[config.mk]
export PLATFORM = sky130hd
export DESIGN_NAME = matris_carpici
export DESIGN_NICKNAME = d
export VERILOG_FILES = /design/src/rtl/matris_carpici_pkg.sv /design/src/rtl/matris_carpici_mac.sv /design/src/rtl/matris_carpici.sv
export SDC_FILE = /design/constraint.sdc
export NUM_CORES = 1
export LEC_CHECK = 0
export ABC_CLOCK_PERIOD_IN_PS = 8500
export CAP_MARGIN = 30
export CELL_PAD_IN_SITES_DETAIL_PLACEMENT = 0
export CELL_PAD_IN_SITES_GLOBAL_PLACEMENT = 1
export CORE_MARGIN = 5
export CORE_UTILIZATION = 40
export CTS_CLUSTER_SIZE = 20
export DETAILED_ROUTE_END_ITERATION = 8
export PLACE_DENSITY = 0.65
export SLEW_MARGIN = 30
export SYNTH_ARGS = -nofsm -noshare
export SYNTH_HDL_FRONTEND = slang
export SYNTH_HIERARCHICAL = 1
export SYNTH_SLANG_ARGS = --single-unit
[constraint.sdc]
create_clock -name clk -period 8.5 [get_ports clk]
set_clock_uncertainty 0.15 [all_clocks]
set_input_delay 1.7 -clock clk [delete_from_list [all_inputs] [get_ports clk]]
set_output_delay 1.7 -clock clk [all_outputs]
set_load 0.05 [all_outputs]
[src/rtl/matris_carpici_pkg.sv]
// matris_carpici_pkg
//   Shared dimensions, FSM state type and result-width helper for the
//   2x4 by 4x2 streaming matrix multiplier.
package matris_carpici_pkg;

  localparam int ROWS_A    = 2;
  localparam int INNER     = 4;
  localparam int COLS_B    = 2;
  localparam int N_WORDS   = 16;
  localparam int N_RESULTS = 4;

  typedef enum logic [1:0] {
    LOAD = 2'd0,
    CALC = 2'd1,
    OUT  = 2'd2
  } state_e;

  // Four 2M-bit products summed need two extra bits.
  function automatic int res_width(input int m);
    return 2 * m + 2;
  endfunction

endpackage

[src/rtl/matris_carpici_mac.sv]
// matris_carpici_mac
//   M-bit unsigned multiply-accumulate with clear.
//   sum_o is the combinational value (clr ? 0 : acc) + a*b, which is what
//   the accumulator loads when en_i is high. With clr_i tied high and en_i
//   low the block is a plain multiplier.
// Ports:
//   clk, rst         clock, async active-low reset
//   en_i             load the accumulator with sum_o
//   clr_i            start a fresh sum (ignore the stored accumulator)
//   a_i, b_i         unsigned operands
//   sum_o            running sum including the current product
module matris_carpici_mac
  import matris_carpici_pkg::*;
#(
  parameter int M = 16
) (
  input  logic                     clk,
  input  logic                     rst,
  input  logic                     en_i,
  input  logic                     clr_i,
  input  logic [M-1:0]             a_i,
  input  logic [M-1:0]             b_i,
  output logic [res_width(M)-1:0]  sum_o
);

  localparam int W = res_width(M);

  logic [W-1:0]   acc_q;
  logic [W-1:0]   acc_d;
  logic [2*M-1:0] prod;

  always_comb begin
    prod  = {{M{1'b0}}, a_i} * {{M{1'b0}}, b_i};
    acc_d = (clr_i ? '0 : acc_q) + {2'b00, prod};
  end

  assign sum_o = acc_d;

  always_ff @(posedge clk or negedge rst) begin
    if (!rst) begin
      acc_q <= '0;
    end else if (en_i) begin
      acc_q <= acc_d;
    end
  end

endmodule

[src/rtl/matris_carpici.sv]
// matris_carpici
//   Streaming unsigned matrix multiplier C(2x2) = A(2x4) x B(4x2).
//   Loads 16 valid-qualified words (A row-major, then B row-major),
//   computes the four C entries, then emits them row-major as a
//   contiguous 4-cycle valid burst. No backpressure.
//   Build option MATRIS_CARPICI_PARALLEL_EN: four multipliers plus an adder
//   tree, one C entry per cycle (CALC = 4 cycles). Default: one serial MAC,
//   one product per cycle (CALC = 16 cycles).
// Ports:
//   clk, rst         clock, async active-low reset
//   matris_veri      operand word, matris_gecerli its valid (LOAD only)
//   carpim_veri      result word (registered), carpim_gecerli its valid
//
// state | meaning
// LOAD  | accept operand words into slot cnt, 0..15
// CALC  | form products and sums, write result registers
// OUT   | cnt 0..3 present R[cnt]; cnt 4 drops valid and returns to LOAD
module matris_carpici
  import matris_carpici_pkg::*;
#(
  parameter int M = 16
) (
  input  logic                     clk,
  input  logic                     rst,
  input  logic [M-1:0]             matris_veri,
  input  logic                     matris_gecerli,
  output logic [res_width(M)-1:0]  carpim_veri,
  output logic                     carpim_gecerli
);

  localparam int W = res_width(M);
`ifdef MATRIS_CARPICI_PARALLEL_EN
  localparam logic [4:0] CALC_LAST = 5'(N_RESULTS - 1);
`else
  localparam logic [4:0] CALC_LAST = 5'(N_RESULTS * INNER - 1);
`endif

  state_e       state_q, state_d;
  logic [4:0]   cnt_q, cnt_d;
  logic [M-1:0] word_q [N_WORDS];
  logic [W-1:0] res_q  [N_RESULTS];
  logic [W-1:0] carpim_veri_q;
  logic         carpim_gecerli_q;

  logic [W-1:0] sum;
  logic [1:0]   res_idx;
  logic         res_we;
  logic         r, c;

  assign r = res_idx[1];
  assign c = res_idx[0];

`ifdef MATRIS_CARPICI_PARALLEL_EN
  logic [W-1:0] prod [INNER];

  assign res_idx = cnt_q[1:0];
  assign res_we  = (state_q == CALC);

  for (genvar g = 0; g < INNER; g++) begin : g_mac
    localparam logic [1:0] KG = 2'(g);
    matris_carpici_mac #(.M(M)) u_mac (
      .clk   (clk),
      .rst   (rst),
      .en_i  (1'b0),
      .clr_i (1'b1),
      .a_i   (word_q[{1'b0, r, KG}]),
      .b_i   (word_q[{1'b1, KG, c}]),
      .sum_o (prod[g])
    );
  end

  assign sum = (prod[0] + prod[1]) + (prod[2] + prod[3]);
`else
  logic [1:0] k;

  // cnt = 4*i + k: element i, inner term k.
  assign k       = cnt_q[1:0];
  assign res_idx = cnt_q[3:2];
  assign res_we  = (state_q == CALC) && (k == 2'd3);

  matris_carpici_mac #(.M(M)) u_mac (
    .clk   (clk),
    .rst   (rst),
    .en_i  (state_q == CALC),
    .clr_i (k == 2'd0),
    .a_i   (word_q[{1'b0, r, k}]),
    .b_i   (word_q[{1'b1, k, c}]),
    .sum_o (sum)
  );
`endif

  always_comb begin
    state_d = state_q;
    cnt_d   = cnt_q;
    unique case (state_q)
      LOAD: begin
        if (matris_gecerli) begin
          cnt_d = cnt_q + 5'd1;
          if (cnt_q == 5'(N_WORDS - 1)) begin
            state_d = CALC;
            cnt_d   = '0;
          end
        end
      end
      CALC: begin
        cnt_d = cnt_q + 5'd1;
        if (cnt_q == CALC_LAST) begin
          state_d = OUT;
          cnt_d   = '0;
        end
      end
      OUT: begin
        cnt_d = cnt_q + 5'd1;
        if (cnt_q == 5'(N_RESULTS)) begin
          state_d = LOAD;
          cnt_d   = '0;
        end
      end
      default: begin
        state_d = LOAD;
        cnt_d   = '0;
      end
    endcase
  end

  always_ff @(posedge clk or negedge rst) begin
    if (!rst) begin
      state_q <= LOAD;
      cnt_q   <= '0;
    end else begin
      state_q <= state_d;
      cnt_q   <= cnt_d;
    end
  end

  always_ff @(posedge clk or negedge rst) begin
    if (!rst) begin
      for (int i = 0; i < N_WORDS; i++) word_q[i] <= '0;
      for (int i = 0; i < N_RESULTS; i++) res_q[i] <= '0;
      carpim_veri_q    <= '0;
      carpim_gecerli_q <= 1'b0;
    end else begin
      if ((state_q == LOAD) && matris_gecerli) begin
        word_q[cnt_q[3:0]] <= matris_veri;
      end
      if (res_we) begin
        res_q[res_idx] <= sum;
      end
      if (state_q == OUT) begin
        if (cnt_q < 5'(N_RESULTS)) begin
          carpim_veri_q    <= res_q[cnt_q[1:0]];
          carpim_gecerli_q <= 1'b1;
        end else begin
          carpim_gecerli_q <= 1'b0;
        end
      end
    end
  end

  assign carpim_veri    = carpim_veri_q;
  assign carpim_gecerli = carpim_gecerli_q;

endmodule

==> results of run 1 <==
[worst reg2reg max path, delay by kind of cell, from the launching register on]
kind,cells,cell delay (ns)
xor+xnor,1,0.32
flops,1,0.66
fa+ha+maj,7,3.39
compound gates,4,1.10
buf+inv,5,0.45
mux,3,1.20
simple gates,3,0.61
[layer usage]
metal	global-route usage (%)	vias up
li1	-	8162
met3	2.335	106
met1	23.72	9800
met5	0	-
met4	4.457	4
met2	32.48	273
[flip-flops by register name, summed over array words and instances, names as in the netlist]
register	flops
carpim_gecerli	1
carpim_veri	34
state_q	2
res_q	136
word_q	256
u_mac/acc_q	34
cnt_q	5
[cells in the mapped netlist (all sizes together), types with 3 or more instances]
| library cell | count |
|---|---|
| a211o | 3 |
| a21o | 18 |
| a21oi | 33 |
| a221oi | 3 |
| a22oi | 3 |
| a31oi | 3 |
| and2 | 112 |
| and3 | 10 |
| and4bb | 3 |
| buf | 46 |
| clkbuf | 88 |
| dfrtp | 468 |
| fa | 226 |
| ha | 112 |
| inv | 325 |
| mux2 | 471 |
| mux4 | 98 |
| nand2 | 235 |
| nand2b | 24 |
| nand3 | 11 |
| nand4 | 3 |
| nor2 | 28 |
| nor2b | 26 |
| nor3 | 4 |
| o211ai | 3 |
| o21a | 4 |
| o21ai | 22 |
| or3 | 4 |
| or4b | 3 |
| xnor2 | 17 |
| xor2 | 13 |
[cell families after synthesis]
family / count (synthesis) / synth area share, %
and+or+nand+nor: 472 / 7.736
buffers and inverters: 461 / 6.042
AOI/OAI and AO/OA: 110 / 2.381
muxes: 571 / 25.00
adders and majority gates: 338 / 19.48
DFF: 468 / 38.50
xor gates and xnor gates: 30 / 0.8637
[final cells by class]
cell class              instances  area [um^2]  share of cell area (%)
well taps                     978         1224                   3.615
clock inverters                22        295.3                  0.8723
clock buffers                  77         1516                   4.480
flip-flops and latches        468        11720                   34.62
inverters                     327         1227                   3.626
multi-input cells            1521        16920                   49.97
repair buffers                100        953.4                   2.816
[through the flow]
step	setup slack, ns	hold WS, ns	cell area (um^2)	utilization, %	cells
floorplan	1.016	0.2996	30420	-	2450
global placement	0.6651	0.3138	31970	42.24	3391
detailed placement	0.5804	0.3244	32010	42.28	3393
CTS	0.5394	0.3377	33820	44.68	3492
global route	0.1155	0.3569	33850	44.72	3493
finish	0.5331	0.3288	33850	44.72	3493
[worst max-delay path by stage]
stage | to | slack, ns | cells past startpoint
CTS | res_q[33] | 0.54 | 23
detailed placement | res_q[33] | 0.58 | 23
global route | res_q[61] | 0.12 | 25
floorplan | res_q[64] | 1.02 | 30
finish | res_q[33] | 0.53 | 23
global placement | res_q[62] | 0.67 | 23
==> run metrics, run 1 <==
DR DRC count 0; Fin. Hold Viols 0; Die Wd 285.8 um; most common cell after layout, fill and taps aside dfrtp_1; CP Class reg2reg; met2 WL post-DR 37570 um; period utilization 93.73%; number of synthesized flops with an enable pin 0; Total Routing Usage GR 18.22%; Root Driver clkbuf_16; Boundary Pins 54; Rows 101; share of post-route cells with drive strength above 1 29.11%; ANT nets after route 0; DIE AREA 0.08167 mm^2; Starting Density 40.19%; Synth Net Count 2807; Post-CTS Setup Repair Bufs 0; hold endpoint carpim_gecerli; crit path capture type flop; CP bufs+invs 5; sequential cell area fraction in the yosys report 38.50%; clock-pin slew on the worst setup and hold paths 0.06 ns; largest net degree at the start of global routing 195; port buffer count 53; Core Footprint 0.07570 mm^2; crit-path max cell delay 0.66 ns; # hold bufs at CTS 0; max-slew violation count 0; area grow syn2layout 11.27%; Req. time, crit path 8.89 ns; clk sinks 468; vias in the first global route 20740; CP top delay family adder cells; reg-to-reg slack, setup 0.53 ns; Max Cap Viol 0; WL per Instance 20.89 um; Yosys top cell area share 38.50%; final net count 2828; via count of the routed design 18350; R2R Path Start cnt_q[0]; Clock Path Buffers 3; WL met1 31440 um; Mapped Avg Cell Area 12.42 um^2; worst hold path class reg2reg; total wire length 72950 um; RSZ-0062 raised after global routing no; worst-margin pin slew 0.9864 ns; Die H 285.8 um; n_diodes 0; endpoints failing setup 0; Slowest-stage cell, CP dfrtp_4; cells after synthesis 2450; # resized after CTS 0; min-delay src carpim_gecerli; Post-synth ARST share 100.0%; cell accounting for the most synthesized area dfrtp_1; Seq cells post-synth 468; worst-path fanout max 17; WP data arrival 8.36 ns; synthesized area 0.03042 mm^2; Fin Setup TNS 0 ns; count of different cell masters after synthesis 68; commonest cells after routing, fill and taps aside 465 x dfrtp_1, 451 x mux2_2, 325 x inv_1; worst skew pair latency 0.62 ns; met3 WL 2275 um; CTS tree yes; Hold Path Depth 1; Num CTS Buffers 53; Min Clock Period, post-route 7.967 ns; R2R cell count 23; initial antenna violation count 5; Synth Flop Type dfrtp_1; CP Launch Point cnt_q[0]; DRT Pass-1 Iters 5; grt ovf 0; first-pass GRT wire length 117600 um; fmax 125.5 MHz; HPWL after DPL 52260 um; Startpoint Class flop; Max Used Layer met5; warning count from the yosys run 6; crit-path cells buf_12 -> mux4_2 -> mux2_2 -> and2_1 -> fa_1 -> inv_1 -> fa_1 -> fa_1 -> inv_1 -> fa_1 -> fa_1 -> inv_1 -> fa_1 -> inv_1 -> ha_1 -> a21o_1 -> a21oi_1 -> nor2b_1 -> a311oi_1 -> nand3_1 -> a221oi_2 -> xor2_1 -> mux2_2; Vias/cell 5.252; Iter 0 DRT Violations 797; # H-tree levels 2; relative slew slack 34.24%; worst r2r dst res_q[33]; Layout fillers 6919; most frequent CP cell fa_1; status finished clean; Synth area leaders dfrtp_1 38%, mux2_2 17%, fa_1 15%; RePlAce Congestion 0.8605
Power of run 1 is not shown: default switching activity piles up to over one toggle a cycle in this logic, so the estimate is an artifact.
==> inputs of run 2 (changes only) <==
Settings changed: CTS_CLUSTER_DIAMETER set to 30.
==> run metrics, run 2 (synthesis gave the netlist of run 1 again) <==
via count of the routed design 18750 (+2.2%); Starting Density 40.19% (unchanged); initial antenna violation count 4 (-1); Num CTS Buffers 106 (+100%); RePlAce Congestion 0.8605 (unchanged); worst-margin pin slew 0.9710 ns (-0.01538 ns); register area 0.01172 mm^2 (unchanged); status finished clean; n_diodes 0 (unchanged); ANT nets after route 0 (unchanged); DIE AREA 0.08167 mm^2 (unchanged); Fin Setup TNS 0 ns (unchanged); endpoints failing setup 0 (unchanged); share of post-route cells with drive strength above 1 31.84% (+2.7 points); grt ovf 0 (unchanged); hold slack 0.3257 ns (-0.003139 ns); Vias/cell 5.218 (-0.64%); Core Footprint 0.07570 mm^2 (unchanged); vias in the first global route 21390 (+3.1%); DR DRC count 0 (unchanged); max-slew violation count 0 (unchanged); clock-pin slew on the worst setup and hold paths 0.05 ns (about the same); clk sinks 468 (unchanged); worst skew pair latency 0.68 ns (+0.06 ns); fmax 126.1 MHz (+0.47%); largest net degree at the start of global routing 195 (unchanged); total wire length 74760 um (+2.5%); Die H 285.8 um (unchanged); Req. time, crit path 8.95 ns (+0.06 ns); Startpoint Class flop; Biggest register word_q; final net count 2882 (+1.9%); HPWL after DPL 52260 um (unchanged); most common cell after layout, fill and taps aside dfrtp_1; Die Wd 285.8 um (unchanged); Total Routing Usage GR 18.71% (+0.49 points); CTS tree yes; Min Clock Period, post-route 7.930 ns (-0.03730 ns); worst-path fanout max 17 (unchanged); number of flip-flops in the largest register 256 (unchanged); largest registers word_q x256, res_q x136; first-pass GRT wire length 120300 um (+2.3%); Root Driver clkbuf_16; Boundary Pins 54 (unchanged); WL per Instance 20.80 um (-0.40%); # resized after CTS 0 (unchanged); area grow syn2layout 18.37%; Fin. Hold Viols 0 (unchanged); commonest cells after routing, fill and taps aside 465 x dfrtp_1, 451 x mux2_2, 325 x inv_1; relative slew slack 35.11% (+0.87 points); Iter 0 DRT Violations 910 (+14%); # hold bufs at CTS 0 (unchanged); port buffer count 53 (unchanged); period utilization 93.29% (-0.44 points); # H-tree levels 3 (+1); RSZ-0062 raised after global routing no; Layout fillers 6719 (-2.9%); CP Class reg2reg; Max Cap Viol 0 (unchanged); DRT Pass-1 Iters 4 (-1); Multi-input gate area 0.01691 mm^2 (about the same); Post-CTS Setup Repair Bufs 0 (unchanged); worst hold path class reg2reg; Rows 101 (unchanged); WP data arrival 8.38 ns (+0.02 ns); Clock Path Buffers 3 (unchanged); crit path capture type flop
## run 2: changes by cell type in the layout (fill, tap and decap cells not counted), moves of 4 or more
| cell | delta |
|---|---|
| clkinv_16 | +6 |
| clkinv_2 | +7 |
| clkbuf_16 | +53 |
| bufinv_16 | +13 |
| clkbuf_8 | +10 |
| inv_6 | +4 |
| clkinvlp_4 | +9 |
## run 2: worst paths after layout
kind	from	end	slack, ns	depth (start not counted)
setup / recovery	cnt_q[0]	res_q[33]	0.57	23
hold / removal	carpim_gecerli	carpim_gecerli	0.33	1
setup reg to reg	cnt_q[0]	res_q[33]	0.57	23
hold reg to reg	carpim_gecerli	carpim_gecerli	0.33	1
max in group asynchronous	rst	u_mac/acc_q[23]	5.81	3
min in group asynchronous	rst	u_mac/acc_q[5]	0.92	1
## run 2: critical path: stages, from the launching register on
cell and delay, ns:
dfrtp_4 0.65, buf_12 0.25, mux4_2 0.52, mux2_2 0.44, and2_1 0.24, fa_1 0.54
inv_1 0.05, fa_1 0.46, fa_1 0.52, inv_1 0.06, fa_1 0.49, fa_1 0.49
inv_1 0.05, fa_1 0.47, inv_1 0.04, ha_1 0.35, a21oi_1 0.19, o21ai_1 0.11
and3_1 0.23, a311oi_1 0.37, nand3_1 0.29, a221oi_2 0.35, xor2_1 0.32, mux2_2 0.22
## run 2: per-layer routing
metal	GRT usage (%)	part of all wire [%]	vias up
li1	-	-	8318
met1	23.77	43	10010
met2	33.19	52	310
met3	3.084	3.3	116
met4	5.200	2.2	4
met5	0	0.035	-
## run 2: metrics by stage
step                util (%)  cells  worst slack (ns)  instance area (um^2)
global route           47.57   3594            0.1494                 36010
detailed placement     42.28   3393            0.5804                 32010
global placement       42.24   3391            0.6651                 31970
CTS                    47.52   3592            0.5818                 35970
finish                 47.57   3594            0.5704                 36010
floorplan                  -   2450             1.016                 30420
## run 2: cell type report
cell class	instances	share of cell area (%)
clock buffers	139	8.266
clock inverters	60	2.735
inverters	327	3.409
multi-input cells	1521	46.97
flip-flops and latches	468	32.55
well taps	978	3.398
repair buffers	101	2.679
Power of run 2 is left out for the same reason.
